===== src/rtl/seq_div_8bit_pkg.sv =====
// seq_div_8bit_pkg
//   Shared definitions for the iterative restoring divider.
//   Contents:
//     div_state_e - controller states (IDLE=0, RUN=1, DONE=2)
//     div_cnt_w   - width of the step counter for a given operand width
package seq_div_8bit_pkg;

  typedef enum logic [1:0] {
    DIV_IDLE = 2'd0,
    DIV_RUN  = 2'd1,
    DIV_DONE = 2'd2
  } div_state_e;

  // One extra bit so the counter can hold the value WIDTH itself.
  function automatic int div_cnt_w(input int w);
    return $clog2(w) + 1;
  endfunction

endpackage


===== src/rtl/seq_div_8bit_step.sv =====
// seq_div_8bit_step
//   Combinational single step of an unsigned restoring divider.
//   Ports:
//     r_in   in  WIDTH    low WIDTH bits of the partial remainder R
//     q_msb  in  1        current MSB of the quotient/dividend shift register
//     d      in  WIDTH    divisor
//     r_out  out WIDTH+1  next partial remainder
//     q_bit  out 1        retired quotient bit (1 = subtract succeeded)
module seq_div_8bit_step
  import seq_div_8bit_pkg::*;
#(
  parameter int WIDTH = 8
) (
  input  logic [WIDTH-1:0] r_in,
  input  logic             q_msb,
  input  logic [WIDTH-1:0] d,
  output logic [WIDTH:0]   r_out,
  output logic             q_bit
);

  logic [WIDTH:0]   shifted;
  logic [WIDTH+1:0] sum;

  // Subtract as a + ~b + 1; the carry out of the WIDTH+1 bit add is the
  // inverted borrow, so it doubles as the quotient bit.
  always_comb begin
    shifted = {r_in, q_msb};
    sum     = {1'b0, shifted} + {1'b0, ~{1'b0, d}} + {{(WIDTH+1){1'b0}}, 1'b1};
    q_bit   = sum[WIDTH+1];
    r_out   = q_bit ? sum[WIDTH:0] : shifted;
  end

endmodule


===== src/rtl/seq_div_8bit.sv =====
// seq_div_8bit
//   Iterative unsigned restoring divider, one quotient bit per clock, with a
//   start/busy/done handshake.
//   Ports:
//     clk        in  1      rising-edge clock
//     rst_n      in  1      asynchronous active-low reset
//     start      in  1      request, sampled only while busy=0
//     dividend   in  WIDTH  numerator, captured on accepted start
//     divisor    in  WIDTH  denominator, captured on accepted start
//     busy       out 1      operation in flight (RUN)
//     done       out 1      one-cycle result-valid pulse (DONE)
//     quotient   out WIDTH  floor(dividend/divisor), held until next result
//     remainder  out WIDTH  dividend mod divisor, held until next result
//     div0       out 1      divide-by-zero flag, valid with done
//   Build option:
//     DIV_BYZERO_EN - when defined, a zero divisor skips the iteration and
//                     reports div0=1 one cycle after accept. When undefined,
//                     a zero divisor runs all steps and div0 is always 0.
module seq_div_8bit
  import seq_div_8bit_pkg::*;
#(
  parameter int WIDTH = 8
) (
  input  logic             clk,
  input  logic             rst_n,
  input  logic             start,
  input  logic [WIDTH-1:0] dividend,
  input  logic [WIDTH-1:0] divisor,
  output logic             busy,
  output logic             done,
  output logic [WIDTH-1:0] quotient,
  output logic [WIDTH-1:0] remainder,
  output logic             div0
);

  localparam int CNT_W = div_cnt_w(WIDTH);

  div_state_e       state_q, state_d;
  logic [CNT_W-1:0] cnt_q, cnt_d;
  logic [WIDTH:0]   r_q, r_d;
  logic [WIDTH-1:0] q_q, q_d;
  logic [WIDTH-1:0] d_q, d_d;
  logic [WIDTH-1:0] quotient_q, quotient_d;
  logic [WIDTH-1:0] remainder_q, remainder_d;

  logic [WIDTH:0]   step_r;
  logic             step_q_bit;
  logic             last_step;
  logic             skip_run;

  // R never reaches the divisor, so its top bit is always zero once stored.
  logic             unused_r_msb;
  assign unused_r_msb = r_q[WIDTH];

  seq_div_8bit_step #(.WIDTH(WIDTH)) u_step (
    .r_in  (r_q[WIDTH-1:0]),
    .q_msb (q_q[WIDTH-1]),
    .d     (d_q),
    .r_out (step_r),
    .q_bit (step_q_bit)
  );

  assign last_step = (cnt_q == CNT_W'(1));

`ifdef DIV_BYZERO_EN
  logic div0_q, div0_d;
  assign skip_run = (divisor == '0);
`else
  assign skip_run = 1'b0;
`endif

  // State register
  always_ff @(posedge clk or negedge rst_n) begin
    if (!rst_n) begin
      state_q <= DIV_IDLE;
    end else begin
      state_q <= state_d;
    end
  end

  // Next-state logic; DONE behaves like IDLE so a held start chains operations.
  always_comb begin
    state_d = state_q;
    unique case (state_q)
      DIV_IDLE, DIV_DONE: begin
        if (start) state_d = skip_run ? DIV_DONE : DIV_RUN;
        else       state_d = DIV_IDLE;
      end
      DIV_RUN: begin
        if (last_step) state_d = DIV_DONE;
      end
      default: state_d = DIV_IDLE;
    endcase
  end

  // Datapath: load on accept, one restoring step per RUN cycle, and capture
  // the results only on the step that enters DONE.
  always_comb begin
    cnt_d       = cnt_q;
    r_d         = r_q;
    q_d         = q_q;
    d_d         = d_q;
    quotient_d  = quotient_q;
    remainder_d = remainder_q;
`ifdef DIV_BYZERO_EN
    div0_d      = div0_q;
`endif
    if (state_q == DIV_RUN) begin
      r_d   = step_r;
      q_d   = {q_q[WIDTH-2:0], step_q_bit};
      cnt_d = cnt_q - CNT_W'(1);
      if (last_step) begin
        quotient_d  = {q_q[WIDTH-2:0], step_q_bit};
        remainder_d = step_r[WIDTH-1:0];
`ifdef DIV_BYZERO_EN
        div0_d      = 1'b0;
`endif
      end
    end else if (start && (state_q == DIV_IDLE || state_q == DIV_DONE)) begin
      r_d   = '0;
      q_d   = dividend;
      d_d   = divisor;
      cnt_d = CNT_W'(WIDTH);
`ifdef DIV_BYZERO_EN
      if (skip_run) begin
        quotient_d  = '1;
        remainder_d = dividend;
        div0_d      = 1'b1;
      end
`endif
    end
  end

  always_ff @(posedge clk or negedge rst_n) begin
    if (!rst_n) begin
      cnt_q       <= '0;
      r_q         <= '0;
      q_q         <= '0;
      d_q         <= '0;
      quotient_q  <= '0;
      remainder_q <= '0;
`ifdef DIV_BYZERO_EN
      div0_q      <= 1'b0;
`endif
    end else begin
      cnt_q       <= cnt_d;
      r_q         <= r_d;
      q_q         <= q_d;
      d_q         <= d_d;
      quotient_q  <= quotient_d;
      remainder_q <= remainder_d;
`ifdef DIV_BYZERO_EN
      div0_q      <= div0_d;
`endif
    end
  end

  // Outputs
  always_comb begin
    busy      = (state_q == DIV_RUN);
    done      = (state_q == DIV_DONE);
    quotient  = quotient_q;
    remainder = remainder_q;
  end

`ifdef DIV_BYZERO_EN
  assign div0 = div0_q;
`else
  assign div0 = 1'b0;
`endif

endmodule

===== config.mk =====
export PLATFORM = sky130hd
export DESIGN_NAME = seq_div_8bit
export DESIGN_NICKNAME = d
export VERILOG_FILES = /design/src/rtl/seq_div_8bit_pkg.sv /design/src/rtl/seq_div_8bit_step.sv /design/src/rtl/seq_div_8bit.sv
export SDC_FILE = /design/constraint.sdc
export NUM_CORES = 1
export LEC_CHECK = 0
export CORE_MARGIN = 2
export CORE_UTILIZATION = 40
export DETAILED_ROUTE_END_ITERATION = 16
export GPL_TIMING_DRIVEN = 0
export PLACE_DENSITY_LB_ADDON = 0.05
export SETUP_SLACK_MARGIN = 0.3
export SYNTH_ARGS = -nofsm -noshare
export SYNTH_HDL_FRONTEND = slang
export SYNTH_SLANG_ARGS = --single-unit

===== constraint.sdc =====
create_clock -name clk -period 4.5 [get_ports clk]
set_input_delay 0.9 -clock clk [delete_from_list [all_inputs] [get_ports clk]]
set_output_delay 0.9 -clock clk [all_outputs]
set_load 0.02 [all_outputs]

==> flow_summary.yaml <==
outcome:
  outcome: "finished clean"
finish:
  drive_gt1_share_pct: 9.79
  num-fill-cells: 535
  n_antenna_cell: 0
  syn_to_final_growth_pct: 25.0
  final_cell_area_um2: 2890
  fin_nets: 315
clock_tree:
  clk_pin_slew_ps: 90
  cts_tree: "done"
  cts_setup_buffers: 0
  cts_buffers: 5
  cts_resized: 0
  ctsHoldBuffers: 0
  clock-sinks: 46
  cts_max_level: 2
  insertion_delay_ps: 300
  clock_path_buffers: 2
  cts_root_buffer: "clkbuf_8"
grt:
  grt_pass1_vias: 1800
  antenna_found_initial: 0
  track_usage_pct: 18.2
  overflow: 0
  grt_pass1_wl_mm: 8.88
  grt_max_degree: 30
logic_synthesis:
  synthTopCellsByArea: "dfrtp_1, nand2_1, ha_1"
  netlist-cell-type-count: 49
  synth_nets: 271
  ys_seq_elements: 46
  syn_area_um2: 2320
  ys_seq_area_share_pct: 49.7
  synth_top_cell_by_area: "dfrtp_1"
  async_flop_share_pct: 100
  avgSynthCellArea_um2: 9.61
  yosysTopAreaCellShare_pct: 49.7
  yosys_warnings: 0
  synth_edf_count: 0
  ys.flop_type: "dfrtp_1"
  syn_inst: 241
placed_design:
  place_hpwl_mm: 3.87
  dpl_cell_area_um2: 2780
  place.gp.congestion: 0.797
  port_buffers: 36
floorplan:
  fp.dieW_um: 80.1
  die_area_um2: 6410
  initial_core_util_pct: 41.8
  core_area_um2: 5540
  fp-row-count: 27
  die_h_um: 80.1
  ioPinCount: 38
job:
  drv_cap: 0
critical_path:
  rrSetupSlack_ps: 2250
  crit_arrival_ps: 2180
  crit_type: "register to primary output"
  cp-end-kind: "primary output"
  start_kind: "register"
  crit_fanout: 10
  cp.required_ps: 3600
timing:
  maxSlewHeadroom_pct: 58.7
  hold_viol: 0
  slew_violations: 0
  setup_violations: 0
  holdWs_ps: 479
  fmax_ghz: 0.325
  post-route-period-util_pct: 68.5
  rsz0062_at_grt: "no"
  tightest_slew_ps: 617
  min_period_ps: 3080
  finClkSkew_ps: 5.00
  fin_setup_tns_ps: 0
route:
  wirelength_mm: 5.28
  vias: 1787
  drc: 0
  viasPerCell: 4.99
  detailedRoute.firstPassIterationCount: 4
  drtAntennaViolNets: 0
  routedWlPerCell_um: 14.7
  drtIter0Drc: 143
min_path:
  min_path_type: "register to register"
pwr:
  p_leak_nw: 1.34
  total_power_w: 0.00253
  power_density_nw_per_um2: 873
  ir_drop_mv: 0.337
==> final timing paths <==
check / end / start / cells past startpoint
min: quotient[3] / quotient[3] / 2
min reg2reg: quotient[3] / quotient[3] / 2
min in group asynchronous: d_q[6] / rst_n / 1
max in group asynchronous: q_q[4] / rst_n / 2
max: busy / state_q[1] / 4
max reg2reg: r_q[6] / r_q[5] / 8
==> routing by layer <==
layer	track usage [%]	part of all wire, %
met5	0	0
met2	28.2	45
met3	4.04	3.7
met1	25.5	50
met4	5.59	1.3
==> kinds of logic (layout without fill, tap and decap cells) <==
group	count (synthesis)	after routing	synth area share, %
AND/OR/NAND/NOR	89	89	17.3
flip-flops	46	46	49.7
multiplexers	8	8	3.57
AO/OA/AOI/OAI	55	55	16.1
adder cells (fa/ha/maj)	11	11	6.27
buffers and inverters	27	72	5.40
other	1	1	0.162
XOR/XNOR	4	4	1.51
==> stage by stage <==
stage,setup WS (ps),cells,utilization (%)
floorplan,2550,241,-
global placement,1160,349,49.9
detailed placement,1690,350,50.2
CTS,1410,358,52.2
global route,1310,358,52.2
finish,1420,358,52.2
==> synth_stat cells (3+ instances only) <==
library cell and count:
nand2_1 59, dfrtp_1 46, inv_1 14, o21ai_0 13
ha_1 10, nor2_1 9, o21ai_1 8, a22oi_1 7
mux2i_1 6, clkbuf_1 5, a21oi_1 4, buf_2 4
nand2b_1 4, a211oi_1 3, nor2b_1 3
==> worst max-delay path: stages, from the launching register on <==
cell             delay, ps
dfrtp_1                380
nand2b_1               150
clkinv_1               190
clkbuf_1               450
clkdlybuf4s50_1        710
==> layout by cell type (no fill, tap or decap), drive strengths merged, types with 3 or more instances in the layout <==
master,synthesis,routed
nand2,59,59
dfrtp,46,46
clkdlybuf4s50,0,35
o21ai,21,21
inv,14,15
ha,10,10
clkbuf,5,10
nor2,9,9
buf,7,9
a22oi,7,7
mux2i,6,6
a21oi,6,6
nand2b,4,4
nor2b,3,3
a211oi,3,3
and2,3,3
==> registers in the layout, summed over array words and instances, names as in the netlist <==
signal	flops
state_q	2
quotient	8
d_q	8
remainder	8
q_q	8
r_q	8
cnt_q	4
==> cell type report <==
cell class	count	area, um^2	area share, %
Timing Repair Buffer	37	375	13.0
Multi-Input combinational cell	168	1040	35.9
Tap cell	72	90.1	3.11
Buffer	12	68.8	2.38
Clock buffer	5	68.8	2.38
Sequential cell	46	1150	39.8
Clock inverter	3	43.8	1.51
Inverter	15	56.3	1.95
==> report_power, final <==
group,internal [W],switching [W]
clock network,0.000167,0.000151
registers,0.000617,0.000124
logic,0.000644,0.000822
Power figures use the tool's default switching activity.
